### src/rtl/mem_access_sequencer.sv
// Multi-cycle load/store sequencer between the decode controller and a handshaked
// data-memory bus: byte-lane formatting, load extension, misalign/size/timeout faults.
module mem_access_sequencer #(
    parameter int unsigned TIMEOUT = 255,
    parameter int unsigned CNT_W   = 8
) (
    input  logic        clk,
    input  logic        rst_n,
    input  logic        MemRead,
    input  logic        MemWrite,
    input  logic [2:0]  funct3,
    input  logic [31:0] addr,
    input  logic [31:0] wdata,
    output logic        stall,
    output logic [31:0] rdata,
    output logic        fault,
    output logic        bus_req,
    output logic        bus_we,
    output logic [31:0] bus_addr,
    output logic [3:0]  bus_be,
    output logic [31:0] bus_wdata,
    input  logic        bus_ack,
    input  logic [31:0] bus_rdata
);

    typedef enum logic [1:0] {
        ST_IDLE  = 2'd0,
        ST_BUSY  = 2'd1,
        ST_DONE  = 2'd2,
        ST_FAULT = 2'd3
    } state_t;

    localparam logic [CNT_W-1:0] CNT_LAST = CNT_W'(TIMEOUT - 32'd1);

    function automatic logic [3:0] lane_be(input logic [1:0] size, input logic [1:0] off);
        case (size)
            2'b00:   lane_be = 4'b0001 << off;
            2'b01:   lane_be = off[1] ? 4'b1100 : 4'b0011;
            2'b10:   lane_be = 4'b1111;
            default: lane_be = 4'b0000;
        endcase
    endfunction

    function automatic logic [31:0] lane_wdata(input logic [1:0] size, input logic [31:0] data);
        case (size)
            2'b00:   lane_wdata = {4{data[7:0]}};
            2'b01:   lane_wdata = {2{data[15:0]}};
            default: lane_wdata = data;
        endcase
    endfunction

    function automatic logic [31:0] load_extend(input logic [1:0] size, input logic zext,
                                                input logic [1:0] off, input logic [31:0] raw);
        logic [31:0] sh;
        sh = raw >> {off, 3'b000};
        case (size)
            2'b00:   load_extend = {{24{sh[7]  & ~zext}}, sh[7:0]};
            2'b01:   load_extend = {{16{sh[15] & ~zext}}, sh[15:0]};
            default: load_extend = raw;
        endcase
    endfunction

    state_t           state_r, state_next_s;
    logic [CNT_W-1:0] cnt_r;
    logic [1:0]       size_r, off_r;
    logic             zext_r;
    logic             req_s, bad_s, timeout_s;
    logic             stall_s;
    logic             bus_req_r, bus_we_r, fault_r;
    logic [31:0]      bus_addr_r, bus_wdata_r, rdata_r;
    logic [3:0]       bus_be_r;

    assign req_s     = MemRead | MemWrite;
    assign bad_s     = (funct3[1:0] == 2'b11) ||
                       ((funct3[1:0] == 2'b01) && addr[0]) ||
                       ((funct3[1:0] == 2'b10) && (addr[1:0] != 2'b00));
    assign timeout_s = (cnt_r == CNT_LAST);

    // Next-state selection and the combinational stall.
    always_comb begin
        state_next_s = state_r;
        stall_s      = 1'b0;
        case (state_r)
            ST_IDLE: begin
                if (req_s) begin
                    if (bad_s) begin
                        state_next_s = ST_FAULT;
                    end else begin
                        state_next_s = ST_BUSY;
                        stall_s      = 1'b1;
                    end
                end else begin
                    state_next_s = ST_IDLE;
                end
            end
            ST_BUSY: begin
                stall_s = 1'b1;
                if (bus_ack) begin
                    state_next_s = ST_DONE;
                end else if (timeout_s) begin
                    state_next_s = ST_FAULT;
                end else begin
                    state_next_s = ST_BUSY;
                end
            end
            ST_DONE:  state_next_s = ST_IDLE;
            ST_FAULT: state_next_s = ST_IDLE;
            default:  state_next_s = ST_IDLE;
        endcase
    end

    // State register.
    always_ff @(posedge clk or negedge rst_n) begin
        if (!rst_n) begin
            state_r <= ST_IDLE;
        end else begin
            state_r <= state_next_s;
        end
    end

    // Bus request launch/hold, timeout counter, load capture and fault pulse.
    always_ff @(posedge clk or negedge rst_n) begin
        if (!rst_n) begin
            bus_req_r   <= 1'b0;
            bus_we_r    <= 1'b0;
            bus_addr_r  <= 32'd0;
            bus_be_r    <= 4'd0;
            bus_wdata_r <= 32'd0;
            rdata_r     <= 32'd0;
            fault_r     <= 1'b0;
            cnt_r       <= '0;
            size_r      <= 2'd0;
            off_r       <= 2'd0;
            zext_r      <= 1'b0;
        end else begin
            fault_r <= (state_next_s == ST_FAULT);
            case (state_r)
                ST_IDLE: begin
                    if (state_next_s == ST_BUSY) begin
                        bus_req_r   <= 1'b1;
                        bus_we_r    <= MemWrite;
                        bus_addr_r  <= {addr[31:2], 2'b00};
                        bus_be_r    <= lane_be(funct3[1:0], addr[1:0]);
                        bus_wdata_r <= lane_wdata(funct3[1:0], wdata);
                        size_r      <= funct3[1:0];
                        off_r       <= addr[1:0];
                        zext_r      <= funct3[2];
                        cnt_r       <= '0;
                    end
                end
                ST_BUSY: begin
                    if (bus_ack) begin
                        bus_req_r <= 1'b0;
                        if (!bus_we_r) begin
                            rdata_r <= load_extend(size_r, zext_r, off_r, bus_rdata);
                        end
                    end else if (timeout_s) begin
                        bus_req_r <= 1'b0;
                    end else begin
                        cnt_r <= cnt_r + {{(CNT_W-1){1'b0}}, 1'b1};
                    end
                end
                default: begin
                    bus_req_r <= 1'b0;
                end
            endcase
        end
    end

    assign stall     = stall_s;
    assign rdata     = rdata_r;
    assign fault     = fault_r;
    assign bus_req   = bus_req_r;
    assign bus_we    = bus_we_r;
    assign bus_addr  = bus_addr_r;
    assign bus_be    = bus_be_r;
    assign bus_wdata = bus_wdata_r;

endmodule

### config.mk
export PLATFORM = sky130hd
export DESIGN_NAME = mem_access_sequencer
export DESIGN_NICKNAME = d
export VERILOG_FILES = /design/src/rtl/mem_access_sequencer.sv
export SDC_FILE = /design/constraint.sdc
export NUM_CORES = 1
export LEC_CHECK = 0
export BUFFER_PORTS_ARGS = -buffer_cell sky130_fd_sc_hd__buf_2
export CORE_MARGIN = 4
export CORE_UTILIZATION = 50
export CTS_BUF_LIST = sky130_fd_sc_hd__clkbuf_4
export DETAILED_ROUTE_END_ITERATION = 16
export GPL_TIMING_DRIVEN = 0
export PLACE_DENSITY = 0.79
export SETUP_SLACK_MARGIN = 0.2
export SYNTH_ARGS = -nofsm -noshare
export SYNTH_HDL_FRONTEND = slang
export SYNTH_SLANG_ARGS = --single-unit
### constraint.sdc
create_clock -name clk -period 5.98 [get_ports clk]
set_input_delay 0.598 -clock clk [delete_from_list [all_inputs] [get_ports clk]]
set_output_delay 0.598 -clock clk [all_outputs]
set_load 0.01 [all_outputs]
# Yosys cells after proc, flatten, opt, wreduce, memory -nomap -nowiden
# Index checks and enable logic that the tools add are counted.
# op_classes
addsub,1
n_mul,0
div,0
order_cmp,0
eq_ne,14
shift,2
n_mux,20
bitwise_logic,5
reduce_logical,14
# op_table
operator,count
one-hot mux 32 bit (2 select lines),2
>> shifter 32 x 5 -> 16 bit,1
two-way mux 8 bit,3
one-hot mux 8 bit (2 select lines),1
one-hot mux 4 bit (3 select lines),1
"equality test 2 bit, second input constant",5
"adder 8 x 1 -> 8 bit, second input constant",1
"equality test 2 x 1 -> 1 bit, second input constant",4
"equality test 8 bit, second input constant",1
two-way mux 2 bit,4
zero test 2 bit,3
"!= test 2 bit, second input constant",3
one-hot mux 2 bit (3 select lines),1
two-way mux 1 bit,5
two-way mux 4 bit,1
one-hot mux 1 bit (2 select lines),2
AND reduction 2 bit,2
AND reduction 4 bit,1
nonzero test 2 bit,2
"left shift 1 x 2 -> 4 bit, first input constant",1
"!= test 3 bit, second input constant",1
AND reduction 3 bit,1
bitwise AND 1 bit,2
logical AND 1 bit,2
4 further kinds,6
# totals
ff_bits,116
latchBits,0
ramBits,0
romBits,0
in_bits,104
output_inout_bits,104
word_cells,68
memories,0

# Logic depth before layout (Yosys ltp)
# Gate-level depths: netlist of run 1.
# logic_depth
depth_word,10
mapped_depth,8
ltp_nobuf,6

# Worst setup path before layout of run 1
# No wires, ideal clock.
# synth_path
path_type,input -> output
startpoint,input port funct3[0]
endpoint,output port stall
t_arrival_ps,1978
required_time_ps,5382
path_slack_ps,3404
path_stages,7
n_path_buf,4
path_cell_list,buf_6 > or3_1 > a2111o_1 > buf_6 > buf_6 > buf_6 > nand2_1
# synth_between
elab_chain_cells,7
elab_cells_between_ends,10
classes_between,eq/ne: 3; mux: 3; reduce/logical: 4
# synth_rtl
item,line_no,text
start: declaration,11,"input logic [2:0] funct3,"
equality test 2 x 1 -> 1 bit,75,((funct3[1:0] == 2'b01) && addr[0]) ||
logical AND 1 bit,75,
logical OR 1 bit,74,assign bad_s = (funct3[1:0] == 2'b11) ||
logical OR 1 bit (*),75,
two-way mux 1 bit (*),86,if (bad_s) begin
two-way mux 1 bit (*),85,if (req_s) begin
one-hot mux 1 bit (2 select lines) (*),83,case (state_r)
end: declaration,14,"output logic stall,"
# Mark *: on every way between the ends. The rest lies on a longest branch, timed or not.

# Final worst setup path of run 1
# layout_path
startpoint,input port addr[0]
endpoint,output port stall
# layout_between
elab_chain_cells,6
elab_cells_between_ends,8
classes_between,mux: 3; reduce/logical: 5
# layout_rtl
item,line_no,text
start: declaration,12,"input logic [31:0] addr,"
nonzero test 2 bit or logical AND 1 bit (tied branches),"76, 75",
logical AND 1 bit or logical OR 1 bit (tied branches),"76, 74",
logical OR 1 bit (*),75,
two-way mux 1 bit (*),86,
two-way mux 1 bit (*),85,
one-hot mux 1 bit (2 select lines) (*),83,
# Marks and branches as above.

==> key figures, run 1 <==
Outcome
  • Run status: finished clean

Power and ir drop
  • Overall Power: 3550 uW
  • Switching Fraction: 39.3%
  • Maximum vdd ir drop: 0.282 mV
  • Flop pwr share: 38.0%
  • Sw power: 1400 uW
  • Comb pwr share: 46.2%
  • Pint: 2150 uW
  • Power per Cell Area: 493 nW/um^2
  • Lkg Pwr: 0.00378 uW
  • Clk pwr share: 15.8%

Logic synthesis
  • Synth Cell Area: 5720 sq um
  • Synth area leaders: dfrtp_1, mux2_4, mux2i_1
  • Register area share after synthesis: 50.7%
  • Mean post-synth cell area: 10.8 sq um
  • Seq cells post-synth: 116
  • Synth area leader: dfrtp_1
  • Ys Warns: 0
  • Primary FF master, synth: dfrtp_1
  • Post-Synthesis Cells: 532
  • Ys async rst share: 100%
  • Post-synth top area share: 50.7%
  • Number of synthesized flops with an enable pin: 0
  • Yosys cell types: 48

STA
  • Period utilization: 47.6%
  • Fmax: 0.351 GHz
  • Relative slew slack: 39.7%
  • Final Setup Violations: 0
  • Tmin final: 2.85 ns
  • Fin. max-slew vios: 0
  • RSZ-0062 raised after global routing: false
  • Worst Max-Slew Pin Slew: 0.901 ns
  • Skew final: 0.0241 ns
  • TNS Setup: 0 ns
  • WHS: 0.0974 ns
  • Final hold vios: 0

Drt
  • DRC violations left: 0
  • Post-DR wirelength/cell: 18.2 um
  • DR iter-0 viols: 449
  • Final ANT Viol Nets: 0
  • Vias per cell: 5.57
  • Routed WL: 16600 um
  • DR vias: 5050
  • Pre-Repair DR Iteration Count: 7

Layout
  • Share of cells above drive strength 1: 38.1%
  • N_diodes: 0
  • Filler cell count: 906
  • Final Non-Filler Cells: 907
  • FF+latch area: 2900 sq um
  • Area of the multi-input gates: 2590 sq um
  • Area grow syn2layout: 26.0%
  • Nets: 861

Setup path
  • R2R Setup Slk: 3.66 ns
  • Crit path max fanout: 10
  • Worst reg-to-reg path cell count: 5
  • Startpoint types: input pin
  • Reg-to-reg startpoint: off_r[1]
  • Crit. End Element: output port
  • Reg2Reg Capture Point: rdata[8]
  • Worst Path Required: 5.38 ns
  • Crit path DAT: 2.25 ns
  • Crit path kind: input pin to output port

Run
  • Max Cap Violations: 0

Clocking
  • CTS tree: built
  • Clock Path Buffers: 2
  • Worst-Skew Late Latency: 0.51 ns
  • H-tree depth: 4
  • Post-CTS Setup Inserts: 0
  • Total CTS buffers: 17
  • Post-cts resize count: 0
  • CTS root buf: clkbuf_4
  • CTS Hold Bufs: 0
  • Clock sinks: 116
  • Clk slew on worst S/H paths: 0.10 ns

Placement
  • IO Port Bufs: 202
  • GPL Wtd Cong: 0.916
  • Detailed Place HPWL: 12400 um
  • Placed Cells: 876

Floorplanning
  • Die area: 13200 sq um
  • Io pins: 208
  • Site Rows: 38
  • Initial Utilization: 51.9%
  • Area of the core: 11000 sq um
  • Die Y: 115 um
  • Die Span X: 115 um

Global routing
  • Largest net degree at the start of global routing: 71
  • Total Routing Usage GR: 25.4%
  • Overflow after GRT: 0
  • Initial antenna violation count: 0
  • Global-route wire length before repair: 26300 um
  • Number of global-route vias before repair: 5101

Hold path
  • HP Class: input pin to asynchronous set/reset pin
==> placed cells by master (no fill, tap or decap), drive strengths merged, types with 2 or more instances in the layout <==
master / count
o22ai: 3
clkinv: 6
buf: 217
bufinv: 2
nand4: 3
nor2b: 6
nand3b: 5
conb: 2
and3: 3
inv: 2
nand3: 38
nand2b: 9
nor2: 25
a22oi: 8
o311ai: 3
nand2: 72
o21ai: 61
nor3: 3
clkinvlp: 2
a21o: 8
clkbuf: 46
nor3b: 5
a41o: 2
o211ai: 2
mux2: 44
mux2i: 34
dfrtp: 116
a31oi: 3
ha: 2
a21oi: 20
==> cell families after synthesis <==
logic type	synth area share, %
AND/OR/NAND/NOR	14.6
AO/OA/AOI/OAI	12.1
flip-flops	50.7
multiplexers	17.9
buffers and inverters	4.02
adder cells (fa/ha/maj)	0.437
other	0.0655
XOR/XNOR	0.153
==> power groups by stage <==
| stage | Sequential, uW | Combinational, uW | Clock (uW) |
|---|---|---|---|
| after floorplan | 1490 | 864 | 0 |
| after global placement | 1340 | 1610 | 0 |
| after detailed placement | 1350 | 1650 | 0 |
| after CTS | 1350 | 1650 | 568 |
| after global routing | 1390 | 1800 | 603 |
| final | 1350 | 1640 | 561 |
==> layer usage <==
| metal | wire (um) | global-route usage, % | up-vias |
|---|---|---|---|
| met4 | 336 | 9.23 | 0 |
| met5 | 0 | 0 | - |
| met3 | 1480 | 8.11 | 27 |
| met1 | 6710 | 31.9 | 2456 |
| met2 | 8020 | 41.5 | 240 |
| li1 | - | - | 2327 |
==> worst max-delay path, cell delays in order <==
cell and delay [ns]:
clkbuf_1 0.19, or3_1 0.37, a2111o_1 0.39, buf_6 0.16, buf_6 0.17, buf_6 0.15, nand2_1 0.07, buf_2 0.14
==> worst max path at each step <==
stage / cells after the start / slack [ns] / from / endpoint
3_3_place_gp: 1 / 2.98 / rst_n / bus_addr[14]
3_5_place_dp: 8 / 3.12 / addr[0] / stall
2_1_floorplan: 7 / 3.40 / funct3[0] / stall
6_report: 8 / 3.13 / addr[0] / stall
5_1_grt: 8 / 3.06 / addr[0] / stall
4_1_cts: 8 / 3.12 / addr[0] / stall
==> metrics by stage <==
stage | area [sq um] | setup WS (ns) | util [%]
finish | 7210 | 3.13 | 65.4
CTS | 7210 | 3.12 | 65.4
floorplan | 5730 | 3.40 | -
global placement | 6910 | 2.98 | 62.7
global route | 7210 | 3.06 | 65.4
detailed placement | 6940 | 3.12 | 62.9
==> state kept, by name (all words and copies together) (netlist names) <==
signal / cells
zext_r: 1
bus_wdata: 32
off_r: 2
size_r: 2
fault: 1
bus_addr: 30
state_r: 2
bus_req: 1
bus_be: 4
bus_we: 1
cnt_r: 8
rdata: 32
==> synthesized netlist by cell type (2+ instances only) <==
| master | number |
|---|---|
| mux2_4 | 44 |
| clkbuf_1 | 25 |
| buf_4 | 2 |
| a21oi_1 | 20 |
| buf_1 | 2 |
| nand3_1 | 38 |
| o22ai_1 | 3 |
| nand3b_1 | 5 |
| nor2b_1 | 6 |
| buf_6 | 9 |
| mux2i_1 | 34 |
| nor3_1 | 3 |
| o211ai_1 | 2 |
| ha_1 | 2 |
| and3_1 | 3 |
| nor2_1 | 25 |
| nand2_1 | 72 |
| nand4_1 | 3 |
| nand2b_1 | 9 |
| inv_1 | 2 |
| a22oi_1 | 8 |
| a41o_1 | 2 |
| o311ai_0 | 2 |
| o21ai_1 | 6 |
| nor3b_1 | 4 |
| dfrtp_1 | 116 |
| a21o_1 | 8 |
| a31oi_1 | 3 |
| o21ai_0 | 55 |
==> final cells by class <==
cell class              instances  share of cell area, %
clock inverters                10                   1.53
well taps                     140                   2.43
inverters                       2                  0.104
repair buffers                203                   14.4
multi-input cells             376                   36.0
flip-flops and latches        116                   40.3
plain buffers                  39                   3.09
clock buffers                  21                   2.19
Note: power is estimated with default switching activity, not from simulation.
==> run 2, diff against run 1 <==
--- a/config.mk
+++ b/config.mk
@@ -7,11 +7,11 @@
 export LEC_CHECK = 0
 export BUFFER_PORTS_ARGS = -buffer_cell sky130_fd_sc_hd__buf_2
 export CORE_MARGIN = 4
-export CORE_UTILIZATION = 50
+export CORE_UTILIZATION = 47
 export CTS_BUF_LIST = sky130_fd_sc_hd__clkbuf_4
 export DETAILED_ROUTE_END_ITERATION = 16
 export GPL_TIMING_DRIVEN = 0
-export PLACE_DENSITY = 0.79
+export PLACE_DENSITY = 0.77
 export SETUP_SLACK_MARGIN = 0.2
 export SYNTH_ARGS = -nofsm -noshare
 export SYNTH_HDL_FRONTEND = slang
==> constraint.sdc (replaced) <==
create_clock -name clk -period 2.3 [get_ports clk]
set_input_delay 0.23 -clock clk [delete_from_list [all_inputs] [get_ports clk]]
set_output_delay 0.23 -clock clk [all_outputs]
set_load 0.01 [all_outputs]
==> run 2 against run 1 <==
Clock power grew 140%. Die area grew 5.9%. Combinational power grew to 2.8 times the previous value. Via count grew 11%. Clock skew shrank 0.0055 ns. Non-clock buffer count grew 102. First-iteration DRC count shrank 5.8%. Flip-flop and latch count is the same.
==> key figures, run 2 (same netlist as run 1, synthesis figures left out) <==
Setup path
  • Crit path max fanout: 2 (-8)
  • Startpoint types: flip-flop
  • Crit path DAT: 1.90 ns (-0.35 ns)
  • CP peak stage delay: 0.42 ns (+0.03 ns)
  • Crit. End Element: output port
  • Worst Path Required: 2.07 ns (-3.31 ns)
  • R2R Setup Slk: 0.35 ns (-3.31 ns)
  • Most common cell on crit path: buf_6
  • Worst Path Buf+Inv: 4 (-1)
  • Worst path top cell family by delay: buffers and inverters
  • CP Cell Sequence: a2111o_1 > buf_6 > buf_12 > buf_8 > nand2_2 > buf_6
  • Crit path kind: flip-flop to output port
  • Slowest stage cell, crit path: dfrtp_2

Layout
  • FF+latch area: 2900 sq um (about the same)
  • Area of the multi-input gates: 2620 sq um (+1.0%)
  • Share of cells above drive strength 1: 35.4% (-2.7 points)
  • Layout Utilization: 68.9% (+3.5 points)
  • Commonest cells after routing, fill and taps aside: buf_2, dfrtp_1, dlygate4sd3_1, nand2_1, o21ai_0
  • Nets: 963 (+12%)
  • Filler cell count: 868 (-4.2%)
  • Area grow syn2layout: 44.0%
  • Most common cell after layout, fill and taps aside: buf_2

Clocking
  • Clock sinks: 116 (unchanged)
  • Total CTS buffers: 17 (unchanged)
  • CTS tree: built
  • Clk slew on worst S/H paths: 0.10 ns (about the same)
  • Clock Path Buffers: 2 (unchanged)
  • CTS root buf: clkbuf_4
  • Worst-Skew Late Latency: 0.56 ns (+0.05 ns)
  • H-tree depth: 4 (unchanged)

STA
  • Fin. max-slew vios: 0 (unchanged)
  • Skew final: 0.0186 ns (-0.00550 ns)
  • WHS: 0.0299 ns (-0.0676 ns)
  • Final hold vios: 0 (unchanged)
  • Worst Max-Slew Pin Slew: 0.953 ns (+0.0520 ns)
  • Final Setup Violations: 0 (unchanged)
  • Fmax: 0.469 GHz
  • RSZ-0062 raised after global routing: true
  • Tmin final: 2.13 ns
  • Relative slew slack: 36.2% (-3.5 points)
  • Period utilization: 92.7%

Power and ir drop
  • Flop pwr share: 37.2% (-0.8 points)
  • Maximum vdd ir drop: 0.653 mV (+130%)
  • Clk pwr share: 14.1% (-1.7 points)
  • Comb pwr share: 48.6% (+2.4 points)
  • Sw power: 3840 uW (+170%)
  • Power per Cell Area: 1150 nW/um^2 (+130%)
  • Pint: 5650 uW (+160%)
  • Switching Fraction: 40.4% (+1.1 points)
  • Lkg Pwr: 0.00423 uW (+12%)

Drt
  • Post-DR wirelength/cell: 19.0 um (+4.1%)
  • Routed WL: 19300 um (+17%)
  • Final ANT Viol Nets: 0 (unchanged)
  • Vias per cell: 5.53 (-0.74%)
  • DR vias: 5626 (+11%)
  • DRC violations left: 0 (unchanged)
  • Pre-Repair DR Iteration Count: 5 (-2)
  • DR iter-0 viols: 423 (-5.8%)

Global routing
  • Overflow after GRT: 0 (unchanged)
  • Initial antenna violation count: 1 (+1)
  • Total Routing Usage GR: 28.2% (+2.8 points)
  • Number of global-route vias before repair: 5997 (+18%)
  • Global-route wire length before repair: 31500 um (+19%)
  • Largest net degree at the start of global routing: 68 (-4.2%)

Floorplanning
  • Initial Utilization: 47.8% (-4.0 points)
  • Site Rows: 40 (+5.3%)
  • Die Y: 118 um (+2.9%)
  • Die Span X: 118 um (+2.9%)
  • Io pins: 208 (unchanged)
  • Die area: 14000 sq um (+5.9%)
  • Area of the core: 12000 sq um (+8.4%)

Hold path
  • HP Class: input pin to flip-flop

Placement
  • Detailed Place HPWL: 12500 um (+0.18%)
  • GPL Wtd Cong: 0.897 (-2.1%)
  • IO Port Bufs: 202 (unchanged)

Outcome
  • Run status: finished clean

Run
  • Max Cap Violations: 0 (unchanged)
==> run 2: cell types whose count changed in the layout (fill, tap and decap cells not counted), sizes merged <==
| cell | delta |
|---|---|
| bufinv | -1 |
| diode | +1 |
| clkinv | +4 |
| dlygate4sd3 | +93 |
| buf | +9 |
| clkbuf | -2 |
==> run 2: worst paths after layout <==
kind | from | endpoint | cells after the start
worst max-delay path | state_r[1] | stall | 6
min in group asynchronous | rst_n | rdata[4] | 2
worst min-delay path | bus_rdata[3] | rdata[3] | 3
worst max register to register | state_r[1] | rdata[9] | 5
max in group asynchronous | rst_n | bus_wdata[2] | 3
worst min register to register | rdata[5] | rdata[5] | 2
==> run 2: timing repair <==
item                       CTS  global route
hold buffers                93             0
hold endpoints to repair   140             0
resized for setup            8            10
gates cloned                 0             0
setup endpoints to repair   12            28
pin swaps                    1             2
setup buffers                5             4
==> run 2: metrics by stage <==
step | std cells | TNS (ns) | cell area [sq um] | setup WS, ns | total power (uW)
after CTS | 1013 | 0 | 8180 | 0.123 | 9350
after detailed placement | 883 | -0.128 | 6950 | -0.0366 | 7790
after global placement | 882 | -39.11 | 6920 | -0.345 | 7660
final | 1018 | 0 | 8240 | 0.168 | 9490
after floorplan | 533 | 0 | 5730 | 0.419 | 6120
after global routing | 1018 | 0 | 8240 | 0.0927 | 10100
==> run 2: final cells by class <==
cell class / instances / area share [%]
Clock inverter: 13 / 1.12
Multi-Input combinational cell: 376 / 31.8
Sequential cell: 116 / 35.2
Buffer: 39 / 2.92
Inverter: 2 / 0.0911
Antenna cell: 1 / 0.0304
Tap cell: 147 / 2.23
Timing Repair Buffer: 305 / 24.8
Clock buffer: 19 / 1.73
==> run 2: power by group through the flow <==
stage / Clock, uW / Sequential, uW / Combinational (uW)
final: 1340 / 3530 / 4610
after global routing: 1460 / 3630 / 5020
after CTS: 1350 / 3490 / 4500
after detailed placement: 0 / 3520 / 4280
after global placement: 0 / 3480 / 4180
after floorplan: 0 / 3870 / 2250
==> run 2: worst min-delay path: cells and delay by family <==
family / cells / cell delay, ns
AOI/OAI and AO/OA: 2 / 0.23
buffers and inverters: 1 / 0.08
==> run 2: per-layer routing <==
metal | global-route usage [%] | wire (um) | vias up
li1 | - | - | 2534
met1 | 32.9 | 7370 | 2729
met2 | 48.2 | 9720 | 308
met3 | 9.28 | 1680 | 55
met4 | 10.6 | 562 | 0
met5 | 0 | 0 | -
